<file path="config.mk">
export PLATFORM = sky130hd
export DESIGN_NAME = ps2_rx_frame_flat
export DESIGN_NICKNAME = d
export VERILOG_FILES = /design/src/rtl/ps2_rx_frame_pkg.sv /design/src/rtl/ps2_rx_frame_if.sv /design/src/rtl/ps2_rx_frame_filter.sv /design/src/rtl/ps2_rx_frame.sv /design/src/flat_wrapper.sv
export SDC_FILE = /design/constraint.sdc
export NUM_CORES = 1
export LEC_CHECK = 0
export ABC_AREA = 0
export BUFFER_PORTS_ARGS = -buffer_cell sky130_fd_sc_hd__buf_2
export CAP_MARGIN = 40
export CORE_MARGIN = 5
export CORE_UTILIZATION = 30
export DETAILED_ROUTE_END_ITERATION = 10
export HOLD_SLACK_MARGIN = 0.08
export RECOVER_POWER = 100
export SYNTH_ARGS = -nofsm -noshare
export SYNTH_HDL_FRONTEND = slang
export SYNTH_SLANG_ARGS = --single-unit
</file>
<file path="constraint.sdc">
create_clock -name clk -period 2.9 [get_ports clk]
set_clock_uncertainty 0.15 [all_clocks]
set_input_delay 0.435 -clock clk [delete_from_list [all_inputs] [get_ports clk]]
set_output_delay 0.435 -clock clk [all_outputs]
set_load 0.01 [all_outputs]
</file>
<file path="src/rtl/ps2_rx_frame_pkg.sv">
// Shared types and constants for the PS/2 receive front end.
package ps2_pkg;

    typedef enum logic [1:0] {
        IDLE   = 2'd0,
        DATA   = 2'd1,
        PARITY = 2'd2,
        STOP   = 2'd3
    } ps2_state_t;

    localparam int FRAME_BITS      = 11;
    localparam int DATA_BITS       = 8;
    localparam int DEF_FILTER_LEN  = 8;
    localparam int DEF_TIMEOUT_CYC = 50000;

    // Odd parity holds when data plus parity bit carries an odd number of ones.
    function automatic logic odd_parity_ok(input logic [DATA_BITS-1:0] d, input logic p);
        return ^{d, p};
    endfunction

endpackage

</file>
<file path="src/rtl/ps2_rx_frame_if.sv">
// Pin-side and byte-side signals of the PS/2 receiver, grouped for port passing.
interface ps2_rx_frame_if;
    logic       ps2c;
    logic       ps2d;
    logic       rx_en;
    logic [7:0] data;
    logic       data_valid;
    logic       parity_err;
    logic       frame_err;
    logic       busy;

    modport master (
        output ps2c, ps2d, rx_en,
        input  data, data_valid, parity_err, frame_err, busy
    );

    modport slave (
        input  ps2c, ps2d, rx_en,
        output data, data_valid, parity_err, frame_err, busy
    );
endinterface

</file>
<file path="src/rtl/ps2_rx_frame_filter.sv">
// Synchronises and de-glitches the device-driven PS/2 clock; emits a pulse on each
// filtered falling edge, 2 + FILTER_LEN cycles after the pin edge.
module ps2_filter #(
    parameter int FILTER_LEN = 8
) (
    input  logic clk,
    input  logic reset_in,
    input  logic raw,
    output logic filt,
    output logic fall_tick
);
    localparam logic [7:0] CNT_LAST = 8'(FILTER_LEN - 1);

    logic       r_s1;
    logic       r_s2;
    logic       r_filt;
    logic       r_prev;
    logic [7:0] r_cnt;

    // r_cnt counts consecutive synced samples that disagree with r_filt;
    // any agreeing sample restarts the run, so short glitches never get through.
    always_ff @(posedge clk or posedge reset_in) begin
        if (reset_in) begin
            r_s1   <= 1'b1;
            r_s2   <= 1'b1;
            r_filt <= 1'b1;
            r_prev <= 1'b1;
            r_cnt  <= 8'd0;
        end else begin
            r_s1   <= raw;
            r_s2   <= r_s1;
            r_prev <= r_filt;
            if (r_s2 == r_filt) begin
                r_cnt <= 8'd0;
            end else if (r_cnt == CNT_LAST) begin
                r_filt <= r_s2;
                r_cnt  <= 8'd0;
            end else begin
                r_cnt <= r_cnt + 8'd1;
            end
        end
    end

    assign filt      = r_filt;
    assign fall_tick = r_prev & ~r_filt;

endmodule

</file>
<file path="src/rtl/ps2_rx_frame.sv">
// PS/2 keyboard receiver: deserialises start/8 data/odd parity/stop frames and
// reports each byte or error as a single-cycle strobe.
module ps2_rx_frame
    import ps2_pkg::*;
#(
    parameter int FILTER_LEN  = DEF_FILTER_LEN,
    parameter int TIMEOUT_CYC = DEF_TIMEOUT_CYC
) (
    input  logic           clk,
    input  logic           reset_in,
    ps2_rx_frame_if.slave  bus
);
    localparam int TW = $clog2(TIMEOUT_CYC);
    // Counter reads 0 the cycle after a fall_tick and the strobe is registered,
    // so aborting at this value lands frame_err TIMEOUT_CYC-1 cycles after the tick.
    localparam logic [TW-1:0] TO_LAST = TW'(TIMEOUT_CYC - 3);

    logic       r_d1;
    logic       r_d2;
    logic       w_ps2c_filt;
    logic       w_fall;

    ps2_state_t            r_state,  w_state_nx;
    logic [3:0]            r_bitcnt, w_bitcnt_nx;
    logic [DATA_BITS-1:0]  r_shreg,  w_shreg_nx;
    logic                  r_par,    w_par_nx;
    logic [DATA_BITS-1:0]  r_data,   w_data_nx;
    logic                  r_dv,     w_dv_nx;
    logic                  r_pe,     w_pe_nx;
    logic                  r_fe,     w_fe_nx;
    logic [TW-1:0]         r_to,     w_to_nx;

    ps2_filter #(.FILTER_LEN(FILTER_LEN)) u_clk_filt (
        .clk       (clk),
        .reset_in  (reset_in),
        .raw       (bus.ps2c),
        .filt      (w_ps2c_filt),
        .fall_tick (w_fall)
    );

    always_ff @(posedge clk or posedge reset_in) begin
        if (reset_in) begin
            r_d1     <= 1'b1;
            r_d2     <= 1'b1;
            r_state  <= IDLE;
            r_bitcnt <= 4'd0;
            r_shreg  <= '0;
            r_par    <= 1'b0;
            r_data   <= '0;
            r_dv     <= 1'b0;
            r_pe     <= 1'b0;
            r_fe     <= 1'b0;
            r_to     <= '0;
        end else begin
            r_d1     <= bus.ps2d;
            r_d2     <= r_d1;
            r_state  <= w_state_nx;
            r_bitcnt <= w_bitcnt_nx;
            r_shreg  <= w_shreg_nx;
            r_par    <= w_par_nx;
            r_data   <= w_data_nx;
            r_dv     <= w_dv_nx;
            r_pe     <= w_pe_nx;
            r_fe     <= w_fe_nx;
            r_to     <= w_to_nx;
        end
    end

    always_comb begin
        w_state_nx  = r_state;
        w_bitcnt_nx = r_bitcnt;
        w_shreg_nx  = r_shreg;
        w_par_nx    = r_par;
        w_data_nx   = r_data;
        w_dv_nx     = 1'b0;
        w_pe_nx     = 1'b0;
        w_fe_nx     = 1'b0;
        w_to_nx     = (r_state == IDLE || w_fall) ? '0 : r_to + TW'(1);

        unique case (r_state)
            IDLE: begin
                if (w_fall && !w_ps2c_filt && !r_d2 && bus.rx_en) begin
                    w_state_nx  = DATA;
                    w_bitcnt_nx = 4'd0;
                end
            end
            DATA: begin
                if (w_fall) begin
                    w_shreg_nx  = {r_d2, r_shreg[DATA_BITS-1:1]};
                    w_bitcnt_nx = r_bitcnt + 4'd1;
                    if (r_bitcnt == 4'(DATA_BITS - 1))
                        w_state_nx = PARITY;
                end
            end
            PARITY: begin
                if (w_fall) begin
                    w_par_nx   = r_d2;
                    w_state_nx = STOP;
                end
            end
            STOP: begin
                if (w_fall) begin
                    w_state_nx = IDLE;
                    if (!r_d2) begin
                        w_fe_nx = 1'b1;
                    end else if (!odd_parity_ok(r_shreg, r_par)) begin
                        w_pe_nx = 1'b1;
                    end else begin
                        w_data_nx = r_shreg;
                        w_dv_nx   = 1'b1;
                    end
                end
            end
            default: w_state_nx = IDLE;
        endcase

        // A fall_tick on the terminal count keeps the frame alive.
        if (r_state != IDLE && !w_fall && r_to == TO_LAST) begin
            w_state_nx = IDLE;
            w_fe_nx    = 1'b1;
            w_to_nx    = '0;
        end
    end

    assign bus.data       = r_data;
    assign bus.data_valid = r_dv;
    assign bus.parity_err = r_pe;
    assign bus.frame_err  = r_fe;
    assign bus.busy       = (r_state != IDLE);

endmodule

</file>
<file path="src/flat_wrapper.sv">
// flat-port wrapper written by rule: the top's interface ports become plain ports
module ps2_rx_frame_flat import ps2_pkg::*;
#(
    parameter int FILTER_LEN  = DEF_FILTER_LEN,
    parameter int TIMEOUT_CYC = DEF_TIMEOUT_CYC
)
  (clk, reset_in, bus_ps2c, bus_ps2d, bus_rx_en, bus_data, bus_data_valid, bus_parity_err, bus_frame_err, bus_busy);
  ps2_rx_frame_if bus_i ();
  input  logic clk;
  input  logic reset_in;
  input wire logic [$bits(bus_i.ps2c)-1:0] bus_ps2c;
  input wire logic [$bits(bus_i.ps2d)-1:0] bus_ps2d;
  input wire logic [$bits(bus_i.rx_en)-1:0] bus_rx_en;
  output wire logic [$bits(bus_i.data)-1:0] bus_data;
  output wire logic [$bits(bus_i.data_valid)-1:0] bus_data_valid;
  output wire logic [$bits(bus_i.parity_err)-1:0] bus_parity_err;
  output wire logic [$bits(bus_i.frame_err)-1:0] bus_frame_err;
  output wire logic [$bits(bus_i.busy)-1:0] bus_busy;
  assign bus_i.ps2c = bus_ps2c;
  assign bus_i.ps2d = bus_ps2d;
  assign bus_i.rx_en = bus_rx_en;
  assign bus_data = bus_i.data;
  assign bus_data_valid = bus_i.data_valid;
  assign bus_parity_err = bus_i.parity_err;
  assign bus_frame_err = bus_i.frame_err;
  assign bus_busy = bus_i.busy;
  ps2_rx_frame #(.FILTER_LEN(FILTER_LEN), .TIMEOUT_CYC(TIMEOUT_CYC)) u_core (.clk(clk), .reset_in(reset_in), .bus(bus_i));
endmodule
</file>
After elaboration in Yosys (flattened, before gate mapping)
Index checks and enable logic that the tools add are counted.

Multiplexer cells: 26. Eq/ne operators: 14. Add/subtract/negate cells: 3. Reductions and logical operators: 19. Bitwise operators: 3.

Operators with widths (number): 16-bit 2-to-1 mux (2); 16-bit by 1-bit adder with 16-bit output (second input constant) (1); 16-bit == test (second input constant) (1); 8-bit 2-to-1 mux (2); 1-bit 2-to-1 mux (12); 2-bit 2-to-1 mux (6); 3-bit by 1-bit != test with 1-bit output (second input constant) (4); 9-bit XOR reduction (1); 8-bit by 1-bit adder with 8-bit output (second input constant) (1); 8-bit by 3-bit == test with 1-bit output (second input constant) (1); 4-bit 2-to-1 mux (2); 2-bit one-hot mux with 4 select lines (1); 4-bit one-hot mux with 2 select lines (1); 2-bit AND reduction (3); 1-bit logical AND (5); 5-bit AND reduction (1); 4-bit by 1-bit adder with 4-bit output (second input constant) (1); 2-bit == test (second input constant) (2); 4-bit by 3-bit == test with 1-bit output (second input constant) (1); 4-bit AND reduction (1); 2-bit nonzero test (2); 1-bit zero test (3); 3-bit != test (second input constant) (1); 3-bit AND reduction (1); other kinds (8) (9).

Register bits: 56. Logic and storage cells: 81. Bits of input ports: 5.

Depth between registers and ports, before layout
Gate-level depths: netlist of run 1.

Depth after elaboration: 8. Depth in mapped cells: 7.

Modules after synthesis
From an unflattened synthesis of run 1, not the netlist that was laid out.

Cell total of the unflattened synthesis: 230. Area, all modules: 2651.3 um2.

Modules (own cells, without submodules): ps2_rx_frame (sequential area each 1103.6 um2, times used 1, cells each 184, area each 2103.3 um2); ps2_filter (sequential area each 305.3 um2, times used 1, cells each 46, area each 548.0 um2).

Least setup slack after synthesis of run 1
No wires, ideal clock.

Kind: register to register. From: register u_core.r_shreg[2]. To: register u_core.r_data[0], in the netlist u_core.bus.data[0]. Required time: 2625 ps. Stages on the path, launching flop included: 6. Setup slack: 900 ps. Period minus slack after synthesis: 2000 ps. Data arrival time: 1725 ps. Buffers on the path: 0. Library setup time: 125 ps. Cell sequence: dfrtp_1 xnor2_1 xnor2_1 xnor2_2 mux2i_4 mux2_2.

Longest elaborated chain between the ends: 2.

RTL lines: from (decl) (RTL line ps2_rx_frame.sv:25) `logic [DATA_BITS-1:0] r_shreg, w_shreg_nx;`; from (signal assigned) (RTL line ps2_rx_frame.sv:59) `r_shreg <= w_shreg_nx;`; 9-bit XOR reduction (RTL line ps2_rx_frame_pkg.sv:18) `return ^{d, p};`; 4-bit AND reduction (no source line); to (signal assigned) (RTL line ps2_rx_frame.sv:61) `r_data <= w_data_nx;`; to (decl) (RTL line ps2_rx_frame.sv:27) `logic [DATA_BITS-1:0] r_data, w_data_nx;`.

No other way between the ends. A chain may end at the register's enable or synchronous reset.

Worst setup path in the final report of run 1
From: register u_core.r_shreg[2]. To: register u_core.r_data[6], in the netlist u_core.bus.data[6].

The elaborated chain is that of the path after synthesis.

==> flow_metrics.py, run 1 <==
metrics = {
    "status": {
        "outcome": "completed",
    },
    "floorplanning": {
        "floorplan.initialDensity_pct": 30.4,
        "die-width_um": 103,
        "core_area_mm2": 0.00859,
        "die-area_mm2": 0.0107,
        "fp.dieH_um": 103,
        "std_cell_rows": 34,
        "top_level_ports": 17,
    },
    "synthesis": {
        "post_synth_inst_count": 233,
        "synth.most_common_cell": "dfrtp_1",
        "synth.distinct_cells": 34,
        "primary_flip_flop_cell_chosen_by_synthesis_mapping": "dfrtp_1",
        "synth-edff-count": 0,
        "cell_area_after_technology_mapping_mm2": 0.00261,
        "syn-mean-instance-area_um2": 11.2,
        "synth_warnings": 0,
        "synth.cells.most_frequent": "50 x dfrtp_1, 34 x nor2_1, 17 x xnor2_1, 16 x mux2_2, 16 x nand3_1",
        "synth_seq_cells": 56,
        "synth_top_cell_area_share_pct": 47.9,
        "synth_largest_area_cell": "dfrtp_1",
        "syn_nets": 246,
        "synth-seq-area-share_pct": 54.0,
        "synth_top_cells_by_area": "dfrtp_1 48%, mux2_2 6.9%, dfstp_2 6.0%, xnor2_1 5.7%, nor2_1 4.9%",
        "asyncSetResetFlopFracSynth_pct": 100,
    },
    "setup_path": {
        "critPathKind": "reg -> reg",
        "rr_startpoint": "u_core.r_shreg[2]",
        "cp-startpoint": "u_core.r_shreg[2]",
        "crit_path_end_kind": "register",
        "cpMaxStageDelayCell": "mux2i_4",
        "req_time_crit_path_ps": 2940,
        "crit_chain": "xnor2_1 -> xnor2_1 -> xnor2_1 -> mux2i_4 -> mux2_2",
        "path_buf_inv": 0,
        "critical_path_peak_fanout": 8,
        "ff2ff_setup_slack_ps": 590,
        "worst_ep_arrival_time_ps": 2350,
        "timing.critical_path.mode_cell": "xnor2_1",
        "start_kind": "register",
        "crit_path_max_incr_delay_ps": 480,
        "critPathTopFamily": "multiplexers",
    },
    "power": {
        "power.density_cell_area_mw_per_mm2": 773,
        "worst_ir_drop_vdd_mv": 0.239,
        "p_leak_uw": 0.00130,
    },
    "place": {
        "dpl.hpwl_mm": 3.22,
        "dpl-instance-area_mm2": 0.00283,
        "place.gp.congestion": 0.705,
        "port_buffers": 16,
    },
    "clocking": {
        "clock_insertion_delay_worst_skew_ps": 300,
        "cts_root_buffer": "clkbuf_8",
        "htree_levels": 2,
        "tritoncts": "done",
        "cts-resized-gates": 0,
        "clock_sinks": 56,
        "postCtsSetupBuffers": 0,
        "cts_inserted_buffers": 5,
        "clock_tree.buffer_depth": 2,
        "cts.hold.buffers_added": 2,
        "clk_pin_slew_worst_setup_hold_paths_ps": 100,
    },
    "grt": {
        "global_route.usage.total_pct": 9.44,
        "grt_pass1_vias": 1665,
        "grt_pass1_wl_mm": 8.02,
        "grt_start_max_net_pins": 57,
        "global_route.overflow_total": 0,
        "initial_antenna_violation_count": 0,
    },
    "routing": {
        "dr_total_vias": 1680,
        "ant_nets": 0,
        "detailedRoute.firstPassIterationCount": 4,
        "drt_iter0_markers": 35,
        "post-route-drc-count": 0,
        "routed_via_density": 4.60,
        "route.detailed.wl_per_inst_um": 12.6,
        "routed_wl_mm": 4.60,
    },
    "sta": {
        "transition_time_at_the_pin_with_the_least_slew_margin_ps": 1350,
        "max_clock_freq_mhz": 434,
        "final-setup-viol-count": 0,
        "rsz0062_at_grt": "false",
        "slew-limit-headroom_pct": 9.86,
        "slew_viol_final": 0,
        "period_minus_slack_ps": 2310,
        "finalHoldViolations": 0,
        "post-route-period-util_pct": 79.5,
        "final.setup.tns_ps": 0,
    },
    "final_layout": {
        "drive_gt1_share_pct": 13.6,
        "num-nets-final": 269,
        "cell_area_after_layout_mm2": 0.00295,
        "layout-area-overhead-vs-synth_pct": 13.1,
        "antenna_cells": 0,
        "multi_input_area_mm2": 0.00114,
        "layout.filler_cells": 896,
        "ff_latch_area_mm2": 0.00141,
    },
    "min_path": {
        "min_from": "u_core.r_d1",
        "hold_path_class": "reg -> reg",
    },
    "flow_run": {
        "max-cap-violations": 0,
    },
}
[metrics by stage]
| stage | total power [µW] | util (%) | setup slack, ps | hold WS (ps) | std cells |
|---|---|---|---|---|---|
| 2_1_floorplan | 1570 | - | 900 | 195 | 233 |
| 3_3_place_gp | 1720 | 32.9 | 764 | 197 | 355 |
| 3_5_place_dp | 1740 | 32.9 | 735 | 198 | 355 |
| 4_1_cts | 2340 | 34.7 | 725 | 193 | 365 |
| 5_1_grt | 2450 | 34.4 | 491 | 217 | 365 |
| 6_report | 2280 | 34.4 | 594 | 212 | 365 |
[per-layer routing]
metal,vias up,track usage (%),routed length (µm)
met5,-,0,0
met4,0,2.39,27
met3,2,2.48,138
met2,16,14.8,2150
met1,821,13.1,2280
li1,841,-,-
[state kept, by name, indices dropped and copies added, names as in the netlist]
register	count
u_core.bus.data	8
u_core.r_to	16
u_core.u_clk_filt.r_prev	1
u_core.u_clk_filt.r_cnt	8
u_core.u_clk_filt.filt	1
u_core.r_d2	1
u_core.r_shreg	8
u_core.r_par	1
u_core.r_bitcnt	4
u_core.bus.data_valid	1
u_core.bus.frame_err	1
u_core.u_clk_filt.r_s1	1
u_core.u_clk_filt.r_s2	1
u_core.r_state	2
u_core.r_d1	1
u_core.bus.parity_err	1
[final cells by class]
class,count,area share [%]
Timing Repair Buffer,21,3.43
Multi-Input combinational cell,163,38.7
Inverter,9,1.14
Tap cell,108,4.57
Clock inverter,2,2.03
Clock buffer,6,2.46
Sequential cell,56,47.7
[where the power goes]
group          internal, µW  switching, µW  total, µW
clock network           345            251        596
logic                   278            390        668
registers               901            120       1020
[cell families (layout without fill, tap and decap cells)]
logic type,Yosys count,after routing,synth area share (%)
AND/OR/NAND/NOR,88,88,16.5
flip-flops,56,56,54.0
XOR/XNOR,30,30,10.3
multiplexers,20,20,8.91
AO/OA/AOI/OAI,17,17,4.41
buffers and inverters,14,38,2.01
adder cells (fa/ha/maj),8,8,3.83
[cell usage in the layout (no fill, tap or decap), types with 8 or more instances in the layout]
cell      synthesis  layout
xor2_1           12      12
nand3_1          16      16
nor2_1           34      34
inv_1             9       9
dfrtp_1          50      50
clkbuf_1          5      14
mux2_2           16      16
ha_1              8       8
nand2_1          14      14
xnor2_1          17      18
[worst paths after layout]
kind	to	cells after the start
setup / recovery	u_core.bus.data[6]	5
max in group asynchronous	u_core.r_par	3
setup reg to reg	u_core.bus.data[6]	5
hold reg to reg	u_core.r_d2	0
min in group asynchronous	u_core.r_to[5]	3
hold / removal	u_core.r_d2	0
[worst reg2reg max path, cell delays in order, from the launching register on]
cell     delay (ps)
dfrtp_1         420
xnor2_1         190
xnor2_1         100
xnor2_1         470
mux2i_4         480
mux2_2          390
Note: power is estimated with default switching activity, not from simulation.
==> inputs of run 2 (changes only) <==
ABC_AREA = 1   (was 0)
clock period = 2 ns   (was 2.9 ns; I/O delays follow)
==> run 2 against run 1 <==
Clock power barely moved. Register-to-register slack got worse by 400 ps. Routed wire length rose by 22%. Worst setup slack got worse by 400 ps. Design area rose by 8.0%. Area after synthesis rose by 10%. Non-clock buffer count rose by 1. Synthesized cell count rose by 55%. Critical endpoint is now u_core.r_to[8].
==> flow_metrics.py, run 2 <==
metrics = {
    "status": {
        "outcome": "completed",
    },
    "final_layout": {
        "largest_register_ff_count": 16,
        "largest_register": "u_core.r_to",
        "layout.filler_cells": 995,
        "layout-area-overhead-vs-synth_pct": 10.8,
        "antenna_cells": 0,
        "drive_gt1_share_pct": 7.71,
        "mostFrequentLayoutCell": "nand2_1",
        "num-nets-final": 402,
        "layout.cells.most_common_list": "107 x nand2_1, 51 x inv_1, 50 x dfrtp_1, 35 x nor2_1, 29 x nand3_1",
    },
    "sta": {
        "final-setup-viol-count": 0,
        "max_clock_freq_mhz": 553,
        "slew_viol_final": 0,
        "final.setup.tns_ps": 0,
        "finalHoldWorstSlack_ps": 213,
        "worst_slack_ps": 190,
        "finalHoldViolations": 0,
        "transition_time_at_the_pin_with_the_least_slew_margin_ps": 763,
        "period_minus_slack_ps": 1810,
        "rsz0062_at_grt": "false",
        "post-route-period-util_pct": 90.5,
        "slew-limit-headroom_pct": 49.1,
    },
    "setup_path": {
        "timing.critical_path.mode_cell": "inv_1",
        "critical_path.reg2reg.endpoint": "u_core.r_to[8]",
        "critPathTopFamily": "simple AND/OR/NAND/NOR gates",
        "critPathKind": "reg -> reg",
        "crit_path_max_incr_delay_ps": 410,
        "start_kind": "register",
        "worst_ep_arrival_time_ps": 1860,
        "crit_chain": "inv_1 -> ha_1 -> inv_1 -> nand2_1 -> nor4_1 -> nand3_1 -> nand2_2 -> nor2_1",
        "ff2ff_setup_slack_ps": 190,
        "cpMaxStageDelayCell": "dfrtp_1",
        "crit_path_end_kind": "register",
        "path_buf_inv": 2,
        "cell_count_of_the_worst_reg_to_reg_path": 8,
        "critical_path_peak_fanout": 5,
        "rr_startpoint": "u_core.r_state[0]",
        "req_time_crit_path_ps": 2050,
    },
    "floorplanning": {
        "std_cell_rows": 35,
        "floorplan.initialDensity_pct": 31.0,
        "die-width_um": 108,
        "die-area_mm2": 0.0117,
        "top_level_ports": 17,
        "core_area_mm2": 0.00928,
        "fp.dieH_um": 108,
    },
    "synthesis": {
        "synth-edff-count": 0,
        "synth.cells.most_frequent": "101 x nand2_1, 51 x inv_1, 50 x dfrtp_1, 35 x nor2_1, 27 x nand3_1",
        "primary_flip_flop_cell_chosen_by_synthesis_mapping": "dfrtp_1",
        "synth_top_cell_area_share_pct": 43.4,
        "cell_area_after_technology_mapping_mm2": 0.00288,
        "synth.distinct_cells": 31,
        "synth_top_cells_by_area": "dfrtp_1 43%, nand2_1 13%, inv_1 6.6%, dfstp_2 5.5%, nand3_1 4.7%",
        "syn-mean-instance-area_um2": 7.96,
        "synth-seq-area-share_pct": 48.9,
        "synth_largest_area_cell": "dfrtp_1",
        "synth_seq_cells": 56,
        "synth_warnings": 0,
        "synth.most_common_cell": "nand2_1",
        "asyncSetResetFlopFracSynth_pct": 100,
        "post_synth_inst_count": 362,
        "syn_nets": 375,
    },
    "routing": {
        "detailedRoute.firstPassIterationCount": 5,
        "post-route-drc-count": 0,
        "drt_iter0_markers": 93,
        "ant_nets": 0,
        "routed_via_density": 4.39,
        "route.detailed.wl_per_inst_um": 10.8,
        "routed_wl_mm": 5.59,
        "dr_total_vias": 2276,
    },
    "power": {
        "p_total_uw": 2890,
        "worst_ir_drop_vdd_mv": 0.400,
        "p_leak_uw": 0.00157,
        "power.density_cell_area_mw_per_mm2": 906,
    },
    "clocking": {
        "htree_levels": 2,
        "postCtsSetupBuffers": 0,
        "cts_root_buffer": "clkbuf_8",
        "cts.hold.buffers_added": 3,
        "cts-resized-gates": 0,
        "clk_pin_slew_worst_setup_hold_paths_ps": 100,
        "clock_tree.buffer_depth": 2,
        "cts_inserted_buffers": 5,
        "clock_sinks": 56,
        "tritoncts": "done",
        "clock_insertion_delay_worst_skew_ps": 310,
    },
    "grt": {
        "grt_pass1_wl_mm": 9.54,
        "global_route.usage.total_pct": 10.0,
        "initial_antenna_violation_count": 0,
        "grt_start_max_net_pins": 57,
        "global_route.overflow_total": 0,
        "grt_pass1_vias": 2146,
    },
    "place": {
        "port_buffers": 16,
        "dpl.hpwl_mm": 4.05,
        "place.gp.congestion": 0.860,
        "pre_cts_ws_ps": 162,
    },
    "min_path": {
        "worstHoldPathCells": 0,
        "min_from": "u_core.r_d1",
        "hold_path_class": "reg -> reg",
        "hold-path-endpoint": "u_core.r_d2",
    },
    "flow_run": {
        "max-cap-violations": 0,
    },
}
-- run 2: cell count changes in the layout (fill, tap and decap cells not counted), sizes merged, moves of 11 or more --
cell   before  now
mux2       16    1
nor3        2   13
xnor2      18    2
nand3      16   31
nand2      14  109
inv         9   54
-- run 2: metal layers --
layer  routed length, µm  up-vias  GRT usage, %
met2                2540       37          16.6
li1                    -     1202             -
met4                  50        0          3.16
met3                 260        5          2.15
met1                2730     1032          13.0
met5                   0        -             0
-- run 2: power breakdown --
part / leakage (µW) / switching, µW / internal (µW)
clock network: 0.0000400 / 356 / 238
logic: 0.000783 / 604 / 302
registers: 0.000751 / 119 / 1270
-- run 2: worst reg2reg max path, delay by kind of cell (launching register included) --
family | cells | cell delay (ps)
fa+ha+maj | 1 | 230
buf+inv | 2 | 180
flops | 1 | 410
simple gates | 5 | 720
-- run 2: kinds of logic after synthesis --
logic type,share of synthesized area [%]
multiplexers,0.391
AO/OA/AOI/OAI,4.08
flip-flops,48.9
AND/OR/NAND/NOR,33.4
XOR/XNOR,2.13
adder cells (fa/ha/maj),3.48
buffers and inverters,7.60
-- run 2: cell type report --
type | count | area [µm²] | area share (%)
Clock buffer | 5 | 68.8 | 2.16
Clock inverter | 2 | 12.5 | 0.392
Inverter | 56 | 210 | 6.59
Multi-Input combinational cell | 248 | 1210 | 38.0
Sequential cell | 56 | 1410 | 44.1
Tap cell | 129 | 161 | 5.06
Timing Repair Buffer | 22 | 118 | 3.68
-- run 2: how the worst max path moves through the flow --
stage | startpoint | to | cells past startpoint
floorplan | reset_in | u_core.bus.data[0] | 1
global placement | u_core.r_state[0] | u_core.r_to[14] | 8
detailed placement | u_core.r_state[0] | u_core.r_to[14] | 8
CTS | u_core.r_state[0] | u_core.r_to[8] | 8
global route | u_core.r_shreg[0] | u_core.bus.data[4] | 11
finish | u_core.r_state[0] | u_core.r_to[8] | 8
-- run 2: metrics by stage --
step / instances / utilization (%) / area (µm²)
2_1_floorplan: 362 / - / 2880
3_3_place_gp: 508 / 33.9 / 3150
3_5_place_dp: 508 / 33.9 / 3150
4_1_cts: 518 / 35.1 / 3260
5_1_grt: 518 / 34.4 / 3190
6_report: 518 / 34.4 / 3190
==> inputs of run 3 (changes only) <==
CORE_ASPECT_RATIO = 1.4   (was default)
CORE_UTILIZATION = 35   (was 30)
==> run 3 against run 2 <==
Clock-buffer cell count is 1 higher. Combinational power increased by 2%. Critical path depth unchanged. Flip-flop and latch count unchanged. First-iteration DRC count decreased by 5.4%. Worst setup slack better by 52 ps. Hold slack worse by 5.1 ps. Routed wire length down 2.3%. Cell count is 4.8% lower. Via count grew 2.0%. Non-clock buffer count up 1. Clock power rose by 48%. Largest cell class unchanged.
==> flow_metrics.py, run 3 (synthesis results as in run 2) <==
metrics = {
    "status": {
        "outcome": "completed",
    },
    "clocking": {
        "clock_sinks": 56,
        "clock_tree.buffer_depth": 2,
        "clock_insertion_delay_worst_skew_ps": 290,
        "cts_root_buffer": "clkbuf_16",
        "clk_pin_slew_worst_setup_hold_paths_ps": 70,
        "tritoncts": "done",
        "postCtsSetupBuffers": 0,
        "cts_inserted_buffers": 5,
        "htree_levels": 2,
    },
    "final_layout": {
        "layout-area-overhead-vs-synth_pct": 13.4,
        "num-nets-final": 403,
        "drive_gt1_share_pct": 9.21,
        "antenna_cells": 0,
        "mostFrequentLayoutCell": "nand2_1",
        "largest_register": "u_core.r_to",
        "layout.filler_cells": 875,
        "largest_register_ff_count": 16,
        "post-route-util_pct": 40.3,
        "layout.cells.most_common_list": "106 x nand2_1, 51 x inv_1, 50 x dfrtp_1, 35 x nor2_1, 29 x nand3_1",
    },
    "min_path": {
        "min_from": "u_core.u_clk_filt.r_s1",
        "hold_path_class": "reg -> reg",
        "hold-path-endpoint": "u_core.u_clk_filt.r_s2",
        "worstHoldPathCells": 0,
    },
    "routing": {
        "route.detailed.wl_per_inst_um": 11.1,
        "drt_iter0_markers": 88,
        "dr_total_vias": 2322,
        "post-route-drc-count": 0,
        "ant_nets": 0,
        "routed_via_density": 4.71,
        "detailedRoute.firstPassIterationCount": 4,
        "routed_wl_mm": 5.46,
    },
    "sta": {
        "slew_viol_final": 0,
        "post-route-period-util_pct": 87.9,
        "period_minus_slack_ps": 1760,
        "finalHoldViolations": 0,
        "slew-limit-headroom_pct": 42.3,
        "final.setup.tns_ps": 0,
        "finalHoldWorstSlack_ps": 208,
        "max_clock_freq_mhz": 569,
        "final-setup-viol-count": 0,
        "rsz0062_at_grt": "false",
        "transition_time_at_the_pin_with_the_least_slew_margin_ps": 865,
    },
    "floorplanning": {
        "floorplan.initialDensity_pct": 35.6,
        "core_area_mm2": 0.00810,
        "die-width_um": 86.7,
        "fp.dieH_um": 117,
        "std_cell_rows": 39,
        "top_level_ports": 17,
        "die-area_mm2": 0.0102,
    },
    "setup_path": {
        "req_time_crit_path_ps": 2080,
        "ff2ff_setup_slack_ps": 240,
        "critical_path_peak_fanout": 9,
        "cell_count_of_the_worst_reg_to_reg_path": 8,
        "worst_ep_arrival_time_ps": 1840,
        "crit_path_end_kind": "register",
        "rr_startpoint": "u_core.u_clk_filt.filt",
        "start_kind": "register",
        "critPathKind": "reg -> reg",
        "critical_path.reg2reg.endpoint": "u_core.bus.data[7]",
    },
    "power": {
        "power.density_cell_area_mw_per_mm2": 978,
        "worst_ir_drop_vdd_mv": 0.521,
        "p_leak_uw": 0.00162,
    },
    "grt": {
        "grt_pass1_wl_mm": 9.96,
        "initial_antenna_violation_count": 0,
        "global_route.usage.total_pct": 11.9,
        "grt_start_max_net_pins": 24,
        "global_route.overflow_total": 0,
        "grt_pass1_vias": 2347,
    },
    "place": {
        "port_buffers": 16,
        "place.gp.congestion": 0.843,
        "dpl.hpwl_mm": 4.19,
    },
    "flow_run": {
        "max-cap-violations": 0,
    },
}
==> run 3: cell types whose count changed in the layout (fill, tap and decap cells not counted) <==
| cell | delta |
|---|---|
| clkinvlp_4 | -1 |
| nand2_4 | +1 |
| nand2_1 | -1 |
| nor4_1 | -1 |
| clkbuf_8 | -4 |
| clkbuf_2 | +1 |
| nor4_2 | +1 |
| clkinv_2 | +1 |
| nor3_1 | -2 |
| buf_12 | +1 |
| nor3_2 | +2 |
| clkbuf_4 | -1 |
| clkbuf_16 | +5 |
==> run 3: worst max-delay path by stage <==
| stage | cells past startpoint | to | slack [ps] | start |
|---|---|---|---|---|
| after floorplan | 1 | u_core.bus.data[0] | 190 | reset_in |
| after global placement | 8 | u_core.bus.data[7] | 280 | u_core.u_clk_filt.filt |
| after detailed placement | 8 | u_core.r_to[8] | 240 | u_core.r_state[0] |
| after CTS | 8 | u_core.r_to[14] | 230 | u_core.r_state[0] |
| after global routing | 4 | u_core.r_shreg[2] | 60 | reset_in |
| final | 8 | u_core.bus.data[7] | 240 | u_core.u_clk_filt.filt |
==> run 3: metrics by stage <==
stage / instance area (µm²) / setup slack, ps / power, µW / cells
5_1_grt: 3270 / 55.4 / 3470 / 493
3_5_place_dp: 3120 / 241 / 2380 / 482
2_1_floorplan: 2880 / 189 / 2140 / 362
3_3_place_gp: 3120 / 281 / 2360 / 482
6_report: 3270 / 242 / 3200 / 493
4_1_cts: 3300 / 233 / 3280 / 493
==> run 3: area by class of cell <==
class	instances	area (µm²)	share of cell area [%]
Multi-Input combinational cell	248	1240	37.8
Sequential cell	56	1410	43.1
Tap cell	102	128	3.91
Clock inverter	2	10.0	0.306
Inverter	56	210	6.43
Timing Repair Buffer	23	135	4.14
Clock buffer	6	139	4.25
==> run 3: metal layers <==
layer | GRT usage [%] | vias to the layer above | part of all wire (%)
met4 | 4.48 | 0 | 1.9
met1 | 13.3 | 1077 | 41
li1 | - | 1205 | -
met3 | 2.52 | 8 | 3.9
met2 | 21.5 | 32 | 53
met5 | 0 | - | 0
==> run 3: power by group <==
part	switching, µW	leakage [µW]	internal [µW]
Sequential	117	0.000751	1270
Clock	387	0.0000766	495
Combinational	610	0.000794	314
==> run 3: worst max-delay path: stages (launching register included) <==
cell      delay, ps
dfstp_1         560
inv_1            70
nand2_1         100
inv_1           110
nand3_1         130
clkinv_1        250
nand2_4         210
nand2_1          70
nand2_1          50
==> run 3: timing repair <==
action | 4_1_cts | 5_1_grt
hold endpoints to repair | 18 | 0
resized for setup | 0 | 1
endpoints found under the setup margin | 0 | 6
hold buffers | 3 | 0
